## src/rtl/writeback_stage_pkg.sv

```systemverilog
// Shared types for the writeback stage: opcode encoding, GPU command codes and queue entry layout.
package writeback_stage_pkg;

  localparam int unsigned OPCODE_WIDTH = 8;
  localparam int unsigned LANE_WIDTH   = 16;
  localparam int unsigned NUM_LANES    = 4;
  localparam int unsigned VREG_WIDTH   = LANE_WIDTH * NUM_LANES;

  typedef enum logic [OPCODE_WIDTH-1:0] {
    OpNop            = 8'h00,
    OpAddD           = 8'h01,
    OpAddiD          = 8'h02,
    OpAddiF          = 8'h03,
    OpAndD           = 8'h04,
    OpAndiD          = 8'h05,
    OpMov            = 8'h06,
    OpMoviD          = 8'h07,
    OpMoviF          = 8'h08,
    OpJsr            = 8'h09,
    OpJsrr           = 8'h0A,
    OpLdw            = 8'h0B,
    OpStw            = 8'h0C,
    OpBr             = 8'h0D,
    OpJmp            = 8'h0E,
    OpVadd           = 8'h10,
    OpVmov           = 8'h11,
    OpVmovi          = 8'h12,
    OpVcompmov       = 8'h13,
    OpVcompmovi      = 8'h14,
    OpSetVertex      = 8'h20,
    OpSetColor       = 8'h21,
    OpRotate         = 8'h22,
    OpTranslate      = 8'h23,
    OpScale          = 8'h24,
    OpBeginPrimitive = 8'h25,
    OpEndPrimitive   = 8'h26,
    OpFlush          = 8'h27
  } opcode_e;

  typedef enum logic [3:0] {
    CMD_VERTEX    = 4'd0,
    CMD_COLOR     = 4'd1,
    CMD_ROTATE    = 4'd2,
    CMD_TRANSLATE = 4'd3,
    CMD_SCALE     = 4'd4,
    CMD_BEGIN     = 4'd5,
    CMD_END       = 4'd6,
    CMD_FLUSH     = 4'd7
  } gpu_cmd_e;

  typedef struct packed {
    gpu_cmd_e                cmd;
    logic [1:0]              prim_type;
    logic [VREG_WIDTH-1:0]   payload;
  } gpu_entry_t;

  function automatic logic [NUM_LANES-1:0] lane_onehot(input logic [1:0] lane);
    return 4'b0001 << lane;
  endfunction

endpackage

```

## src/rtl/writeback_stage_gpu_cmd_fifo.sv

```systemverilog
// GPU command queue: power-of-two depth, negedge clocked, with a sticky overflow flag.
module writeback_stage_gpu_cmd_fifo #(
  parameter int unsigned Depth = 4,
  parameter int unsigned Width = 8
) (
  input  logic                     clk_i,
  input  logic                     rst_ni,
  input  logic                     push_i,
  input  logic                     pop_i,
  input  logic [Width-1:0]         wdata_i,
  output logic [Width-1:0]         rdata_o,
  output logic [$clog2(Depth):0]   count_o,
  output logic                     full_o,
  output logic                     empty_o,
  output logic                     overflow_o
);

  localparam int unsigned PtrW = $clog2(Depth);

  logic [PtrW-1:0]  wptr_q, wptr_d, rptr_q, rptr_d;
  logic [PtrW:0]    count_q, count_d;
  logic             overflow_q, overflow_d;
  logic [Width-1:0] mem_q [Depth];
  logic             full, empty, rd_en, wr_en;

  assign full  = (count_q == (PtrW + 1)'(Depth));
  assign empty = (count_q == '0);
  assign rd_en = pop_i & ~empty;
  // A full queue still accepts a push when the head leaves on the same edge.
  assign wr_en = push_i & (~full | rd_en);

  always_comb begin
    wptr_d     = wptr_q;
    rptr_d     = rptr_q;
    count_d    = count_q;
    overflow_d = overflow_q | (push_i & full & ~rd_en);
    if (wr_en) wptr_d = wptr_q + 1'b1;
    if (rd_en) rptr_d = rptr_q + 1'b1;
    case ({wr_en, rd_en})
      2'b10:   count_d = count_q + 1'b1;
      2'b01:   count_d = count_q - 1'b1;
      default: ;
    endcase
  end

  always_ff @(negedge clk_i or negedge rst_ni) begin
    if (!rst_ni) begin
      wptr_q     <= '0;
      rptr_q     <= '0;
      count_q    <= '0;
      overflow_q <= 1'b0;
    end else begin
      wptr_q     <= wptr_d;
      rptr_q     <= rptr_d;
      count_q    <= count_d;
      overflow_q <= overflow_d;
    end
  end

  always_ff @(negedge clk_i) begin
    if (wr_en) mem_q[wptr_q] <= wdata_i;
  end

  assign rdata_o    = empty ? '0 : mem_q[rptr_q];
  assign count_o    = count_q;
  assign full_o     = full;
  assign empty_o    = empty;
  assign overflow_o = overflow_q;

endmodule

```

## src/rtl/writeback_stage.sv

```systemverilog
// Final pipeline stage: registered scalar/vector register-file writes and GPU command queueing.
module writeback_stage
  import writeback_stage_pkg::*;
#(
  parameter int unsigned FIFO_DEPTH = 4,
  parameter int unsigned REG_WIDTH  = 16,
  parameter int unsigned VREG_WIDTH = 64
) (
  input  logic                    I_CLOCK,
  input  logic                    I_RESET_N,
  input  logic                    I_LOCK,
  input  logic                    I_FetchStall,
  input  logic                    I_DepStall,
  input  logic [OPCODE_WIDTH-1:0] I_Opcode,
  input  logic [REG_WIDTH-1:0]    I_ALUOut,
  input  logic [REG_WIDTH-1:0]    I_MemOut,
  input  logic [3:0]              I_DestRegIdx,
  input  logic [VREG_WIDTH-1:0]   I_ALUOutV,
  input  logic [VREG_WIDTH-1:0]   I_DestValueV,
  input  logic [3:0]              I_DestRegIdxV,
  input  logic [1:0]              I_DestRegIdxV_Idx,
  input  logic [1:0]              I_Type,
  output logic                    O_RegWE,
  output logic [3:0]              O_RegIdx,
  output logic [REG_WIDTH-1:0]    O_RegValue,
  output logic                    O_VRegWE,
  output logic [3:0]              O_VRegIdx,
  output logic [3:0]              O_VRegLaneMask,
  output logic [VREG_WIDTH-1:0]   O_VRegValue,
  output logic                    O_GpuValid,
  input  logic                    I_GpuReady,
  output logic [3:0]              O_GpuCmd,
  output logic [1:0]              O_GpuType,
  output logic [VREG_WIDTH-1:0]   O_GpuPayload,
  output logic                    O_GpuStall,
  output logic                    O_Overflow
);

  localparam int unsigned CntW = $clog2(FIFO_DEPTH) + 1;

  logic                  accept;
  logic                  reg_we_d, reg_we_q;
  logic [3:0]            reg_idx_d, reg_idx_q;
  logic [REG_WIDTH-1:0]  reg_value_d, reg_value_q;
  logic                  vreg_we_d, vreg_we_q;
  logic [3:0]            vreg_idx_d, vreg_idx_q;
  logic [3:0]            vreg_mask_d, vreg_mask_q;
  logic [VREG_WIDTH-1:0] vreg_value_d, vreg_value_q;
  logic                  push;
  gpu_entry_t            push_entry, head;
  logic [CntW-1:0]       fifo_count;
  logic                  fifo_full, fifo_empty, gpu_pop;

  assign accept = I_LOCK & ~I_FetchStall & ~I_DepStall;

  always_comb begin
    reg_we_d     = 1'b0;
    reg_idx_d    = '0;
    reg_value_d  = '0;
    vreg_we_d    = 1'b0;
    vreg_idx_d   = '0;
    vreg_mask_d  = '0;
    vreg_value_d = '0;
    push         = 1'b0;
    push_entry   = '0;
    if (accept) begin
      case (opcode_e'(I_Opcode))
        OpAddD, OpAddiD, OpAddiF, OpAndD, OpAndiD, OpMov, OpMoviD, OpMoviF, OpJsr, OpJsrr: begin
          reg_we_d    = 1'b1;
          reg_idx_d   = I_DestRegIdx;
          reg_value_d = I_ALUOut;
        end
        OpLdw: begin
          reg_we_d    = 1'b1;
          reg_idx_d   = I_DestRegIdx;
          reg_value_d = I_MemOut;
        end
        OpVadd, OpVmov, OpVmovi: begin
          vreg_we_d    = 1'b1;
          vreg_idx_d   = I_DestRegIdxV;
          vreg_mask_d  = 4'b1111;
          vreg_value_d = I_ALUOutV;
        end
        OpVcompmov, OpVcompmovi: begin
          // Scalar is broadcast to every lane; the mask picks the one that lands.
          vreg_we_d    = 1'b1;
          vreg_idx_d   = I_DestRegIdxV;
          vreg_mask_d  = lane_onehot(I_DestRegIdxV_Idx);
          vreg_value_d = {NUM_LANES{I_ALUOut[LANE_WIDTH-1:0]}};
        end
        OpSetVertex, OpSetColor, OpRotate, OpTranslate, OpScale: begin
          push               = 1'b1;
          push_entry.payload = I_DestValueV;
          unique case (opcode_e'(I_Opcode))
            OpSetVertex: push_entry.cmd = CMD_VERTEX;
            OpSetColor:  push_entry.cmd = CMD_COLOR;
            OpRotate:    push_entry.cmd = CMD_ROTATE;
            OpTranslate: push_entry.cmd = CMD_TRANSLATE;
            default:     push_entry.cmd = CMD_SCALE;
          endcase
        end
        OpBeginPrimitive: begin
          push                 = 1'b1;
          push_entry.cmd       = CMD_BEGIN;
          push_entry.prim_type = I_Type;
        end
        OpEndPrimitive: begin
          push           = 1'b1;
          push_entry.cmd = CMD_END;
        end
        OpFlush: begin
          push           = 1'b1;
          push_entry.cmd = CMD_FLUSH;
        end
        default: ;
      endcase
    end
  end

  always_ff @(negedge I_CLOCK or negedge I_RESET_N) begin
    if (!I_RESET_N) begin
      reg_we_q     <= 1'b0;
      reg_idx_q    <= '0;
      reg_value_q  <= '0;
      vreg_we_q    <= 1'b0;
      vreg_idx_q   <= '0;
      vreg_mask_q  <= '0;
      vreg_value_q <= '0;
    end else begin
      reg_we_q     <= reg_we_d;
      reg_idx_q    <= reg_idx_d;
      reg_value_q  <= reg_value_d;
      vreg_we_q    <= vreg_we_d;
      vreg_idx_q   <= vreg_idx_d;
      vreg_mask_q  <= vreg_mask_d;
      vreg_value_q <= vreg_value_d;
    end
  end

  assign gpu_pop = ~fifo_empty & I_GpuReady;

  writeback_stage_gpu_cmd_fifo #(
    .Depth (FIFO_DEPTH),
    .Width ($bits(gpu_entry_t))
  ) u_fifo (
    .clk_i      (I_CLOCK),
    .rst_ni     (I_RESET_N),
    .push_i     (push),
    .pop_i      (gpu_pop),
    .wdata_i    (push_entry),
    .rdata_o    (head),
    .count_o    (fifo_count),
    .full_o     (fifo_full),
    .empty_o    (fifo_empty),
    .overflow_o (O_Overflow)
  );

  assign O_RegWE        = reg_we_q;
  assign O_RegIdx       = reg_idx_q;
  assign O_RegValue     = reg_value_q;
  assign O_VRegWE       = vreg_we_q;
  assign O_VRegIdx      = vreg_idx_q;
  assign O_VRegLaneMask = vreg_mask_q;
  assign O_VRegValue    = vreg_value_q;

  assign O_GpuValid   = ~fifo_empty;
  assign O_GpuCmd     = head.cmd;
  assign O_GpuType    = head.prim_type;
  assign O_GpuPayload = head.payload;
  // Keep one slot free for the instruction already behind the stall.
  assign O_GpuStall   = fifo_full | (fifo_count == CntW'(FIFO_DEPTH - 1));

endmodule

```

## config.mk

```make
export PLATFORM = sky130hd
export DESIGN_NAME = writeback_stage
export DESIGN_NICKNAME = d
export VERILOG_FILES = /design/src/rtl/writeback_stage_pkg.sv /design/src/rtl/writeback_stage_gpu_cmd_fifo.sv /design/src/rtl/writeback_stage.sv
export SDC_FILE = /design/constraint.sdc
export NUM_CORES = 1
export LEC_CHECK = 0
export ABC_AREA = 1
export CAP_MARGIN = 15
export CELL_PAD_IN_SITES_DETAIL_PLACEMENT = 1
export CELL_PAD_IN_SITES_GLOBAL_PLACEMENT = 1
export CORE_MARGIN = 10
export CORE_UTILIZATION = 30
export CTS_CLUSTER_DIAMETER = 30
export DETAILED_ROUTE_END_ITERATION = 10
export GPL_TIMING_DRIVEN = 0
export HOLD_SLACK_MARGIN = 0.02
export PLACE_DENSITY = 0.72
export SLEW_MARGIN = 20
export SYNTH_ARGS = -nofsm -noshare
export SYNTH_HDL_FRONTEND = slang
export SYNTH_SLANG_ARGS = --single-unit
```

## constraint.sdc

```tcl
create_clock -name I_CLOCK -period 4.3 [get_ports I_CLOCK]
set_input_delay 1.075 -clock I_CLOCK [delete_from_list [all_inputs] [get_ports I_CLOCK]]
set_output_delay 1.075 -clock I_CLOCK [all_outputs]
set_load 0.02 [all_outputs]
```

# Word-level counts from Yosys, hierarchy flattened
# Memories as Yosys holds them, arrays and structs flattened.
# Cells that the tools add are included.
word_totals:
  register_bits: 102
  ramBits: 280
  inputBits: 186
  output_inout_bits: 167
  n_memories: 1
memory_table:
  columns: ["memory", "depth", "width", "read_ports", "rd_clocked_by_memory_dff", "wr", "line_no", "rtl"]
  rows:
  - ["u_fifo.mem_q", 4, 70, 1, 0, 1, "writeback_stage_gpu_cmd_fifo.sv:23", "logic [Width-1:0] mem_q [Depth];"]
op_classes:
  n_addsub: 4
  eq_ne: 28
  shift: 1
  muxes: 25
  bitwise: 15
  reduce_logical: 9
ops:
  columns: ["operator", "n"]
  rows:
  - ["2-to-1 mux 70 bit", 2]
  - ["2-to-1 mux 64 bit", 2]
  - ["one-hot mux 64 bit (2 select lines)", 1]
  - ["equality test 8 x 6 -> 1 bit, second input constant", 8]
  - ["equality test 8 x 5 -> 1 bit, second input constant", 5]
  - ["equality test 8 x 3 -> 1 bit, second input constant", 4]
  - ["equality test 8 x 4 -> 1 bit, second input constant", 4]
  - ["one-hot mux 16 bit (2 select lines)", 1]
  - ["2-to-1 mux 4 bit", 5]
  - ["equality test 8 x 2 -> 1 bit, second input constant", 2]
  - ["2-to-1 mux 16 bit", 1]
  - ["one-hot mux 4 bit (4 select lines)", 1]
  - ["one-hot mux 3 bit (4 select lines)", 1]
  - ["OR reduction 11 bit", 1]
  - ["OR reduction 10 bit", 1]
  - ["OR reduction 5 bit", 2]
  - ["equality test 8 x 1 -> 1 bit, second input constant", 1]
  - ["2-to-1 mux 1 bit", 8]
  - ["one-hot mux 4 bit (2 select lines)", 1]
  - ["OR reduction 8 bit", 1]
  - ["bitwise AND 1 bit", 7]
  - ["one-hot mux 3 bit (2 select lines)", 1]
  - ["inverter 1 bit", 5]
  - ["adder 2 x 1 -> 2 bit, second input constant", 2]
  - ["13 further kinds", 15]

# Longest topological paths before layout
logic_depth:
  word_depth: 8
  mapped_depth: 10
  mapped_depth_nobuf: 10

# Modules after synthesis
# From an unflattened synthesis, not the netlist that was laid out.
hier_totals:
  hier_cells: 1703
  area_unflattened_um2: 17045.1
by_module_without_submodules:
  columns: ["module", "n_inst", "cells_each", "area_per_inst_um2", "seq_area_each_um2"]
  rows:
  - ["writeback_stage_gpu_cmd_fifo", 1, 1168, 12590.8, 8608.3]
  - ["writeback_stage", 1, 535, 4454.3, 2352.3]

==> flow_summary.toml <==
[run_status]
status = "finished with violations"
violations = "negative setup slack"

[layout]
fillers = 5250
drive_above_1_share_pct = 32.85
final_cell_area_mm2 = 0.02673
final_cell_mix = "inv_1 (305), nor2_1 (284), edfxtp_1 (276), nand2_1 (181), buf_6 (174)"
final_nets = 2384
syn_to_final_growth_pct = 75.37
final_common_cell = "inv_1"

[timing]
setup_ws_ps = -1106
fin_skew_ps = 121.2
hold-worst-slack_ps = 463.0
slew_headroom_pct = 57.27
setup_viol = 173
rsz0062_at_grt = "true"
tns_ps = -73720
worst-slew-pin-transition_ps = 640.9
slew_viol_final = 0
hold_viol_final = 0

[synthesis]
yosys.area_share.simple_pct = 14.60
synth-seq-cells = 378
synth.avg_cell_area_um2 = 10.93
netlist_area_mm2 = 0.01524
ys_types = 34
yosysSeqAreaShare_pct = 71.11
synth_top_family_by_area = "simple AND/OR/NAND/NOR gates"
synthXorXnorAreaFrac_pct = 0.2873
syn_nets = 1587
synth.area.mux_share_pct = 0
yosys.area_share.adder_pct = 0.5417
synth_warnings = 0
synthCells = 1395
synth_compound_area_share_pct = 10.06

[floorplanning]
fp.dieArea_mm2 = 0.06023
initial_utilization_pct = 30.39
die_h_um = 245.4
ioPinCount = 353
rows = 82
core_area_mm2 = 0.05017
die_w_um = 245.4

[hold_path]
hp-class = "flip-flop to flip-flop"

[global_route]
grt_pass1_vias = 16440
antenna_found_initial = 7
grt.total_usage_pct = 21.41
grt-ovfl-total = 0
grt_pass1_wl_mm = 96.70
grt_start_max_net_pins = 61

[power_and_ir_drop]
power_density_mw_per_mm2 = 694.5
peakVddDrop_v = 0.0004308
p_leak_nw = 11.88
power_mw = 18.57

[worst_setup_path]
endpoint_kind = "output pin"
cp-start-kind = "flip-flop"
cp.arrival_ps = 4330
critPathMaxFanout = 7
cp.required_ps = 3220
worstSetupPathType = "flip-flop to output pin"

[clocking]
clockRootBuffer = "clkbuf_16"
cts_tree = "built"
path_clk_slew_ps = 30
clk_latency_ps = 690
clock_tree.htree_level_count = 3
cts.sinks = 378
holdBufCountCts = 0
cts_buffers = 85
clk_path_buf_depth = 3

[place]
place_area_mm2 = 0.02042
io_buffers = 351
gp_congestion = 0.8609
dpl.hpwl_mm = 42.56

[drt]
ant_nets = 0
routed_via_density = 4.940
drc = 0
routedWlPerCell_um = 25.05
wirelength_mm = 73.59
drtPass1Iterations = 5
first_iter_violations = 947
vias = 14520

[job]
max_cap_viol_count = 0
## synthesized netlist by cell type (all sizes together)
cell type	n	area share (%)
or2	1	0.041
nor3	4	0.16
xor2	4	0.23
nand2	194	4.9
o21ai	143	4.7
nor4	1	0.041
inv	40	0.98
nand4	1	0.041
edfxtp	276	54
o21bai	1	0.049
clkinv	1	0.025
o211ai	2	0.13
fa	1	0.13
dfrtn	102	17
clkbuf	62	1.5
a21oi	155	5.2
nand3b	1	0.049
conb	1	0.025
xnor2	1	0.057
nor2	368	9.1
nand3	7	0.23
buf	24	0.84
ha	5	0.41
## flip-flops by register name (all words and copies together), names as in the netlist, 2 cells and up
register,flops
O_VRegIdx,4
O_RegValue,16
O_VRegLaneMask,4
u_fifo.mem_q,276
O_RegIdx,4
u_fifo.wptr_q,2
u_fifo.rptr_q,2
O_VRegValue,64
u_fifo.count_o,3
## layer usage
layer	part of all wire (%)	routed length [um]	track usage [%]	vias to the layer above
met3	9.4	6927	9.568	157
met4	4.3	3145	12.05	4
li1	-	-	-	6394
met1	35	25500	20.29	7234
met2	52	38000	37.96	726
met5	0.029	21	0	-
## report_power, final
part / internal [mW] / total, mW / leakage (nW) / switching [mW]
combinational: 2.70 / 6.30 / 4.33 / 3.60
sequential: 3.93 / 3.96 / 4.55 / 0.0290
clock: 5.01 / 8.30 / 3.00 / 3.29
total: 11.6 / 18.6 / 11.9 / 6.93
## worst max-delay path, cell delays in order (launching register included)
cell	delay, ps
dfrtn_1	400
buf_6	160
clkbuf_16	200
clkbuf_16	170
nor2_4	30
nor2_2	140
o21ai_2	90
a21oi_2	230
buf_6	160
## kinds of logic after synthesis
family,after synthesis
AOI/OAI and AO/OA,301
xor gates and xnor gates,5
adders and majority gates,6
buffers and inverters,127
DFF,378
other,1
and+or+nand+nor,577
## metrics by stage
stage               utilization, %  setup WS, ps  std cells
global route                 53.28         -1218       2936
finish                       53.29         -1106       2938
global placement             40.12         -4053       2418
detailed placement           40.70         -1990       2431
floorplan                        -         -1259       1395
CTS                          50.78         -1073       2882
## area by class of cell
type | instances | area, um^2 | share of cell area (%)
flip-flops and latches | 378 | 10840 | 40.55
repair buffers | 436 | 4961 | 18.56
multi-input cells | 890 | 4847 | 18.13
clock buffers | 97 | 2307 | 8.630
clock inverters | 336 | 1814 | 6.786
plain buffers | 85 | 943.4 | 3.529
well taps | 672 | 840.8 | 3.145
inverters | 40 | 170.2 | 0.6365
diodes | 4 | 10.01 | 0.03744
## worst paths after layout
check / start / endpoint / slack (ps) / cells after the start
worst max-delay path: u_fifo.rptr_q[0] / O_GpuPayload[2] / -1110 / 8
worst min-delay path: u_fifo.overflow_o / u_fifo.overflow_o / 460 / 1
worst max register to register: u_fifo.count_o[2] / u_fifo.count_o[2] / 1900 / 13
worst min register to register: u_fifo.overflow_o / u_fifo.overflow_o / 460 / 1
max in group asynchronous: I_RESET_N / O_VRegLaneMask[3] / 1150 / 2
min in group asynchronous: I_RESET_N / O_RegValue[7] / 2460 / 1
## repair_timing
item | in CTS | in global routing
pin swaps | 52 | 70
gates cloned | 3 | 16
endpoints found under the setup margin | 818 | 805
setup buffers | 16 | 38
gates resized for setup | 609 | 722
Power figures use the tool's default switching activity.
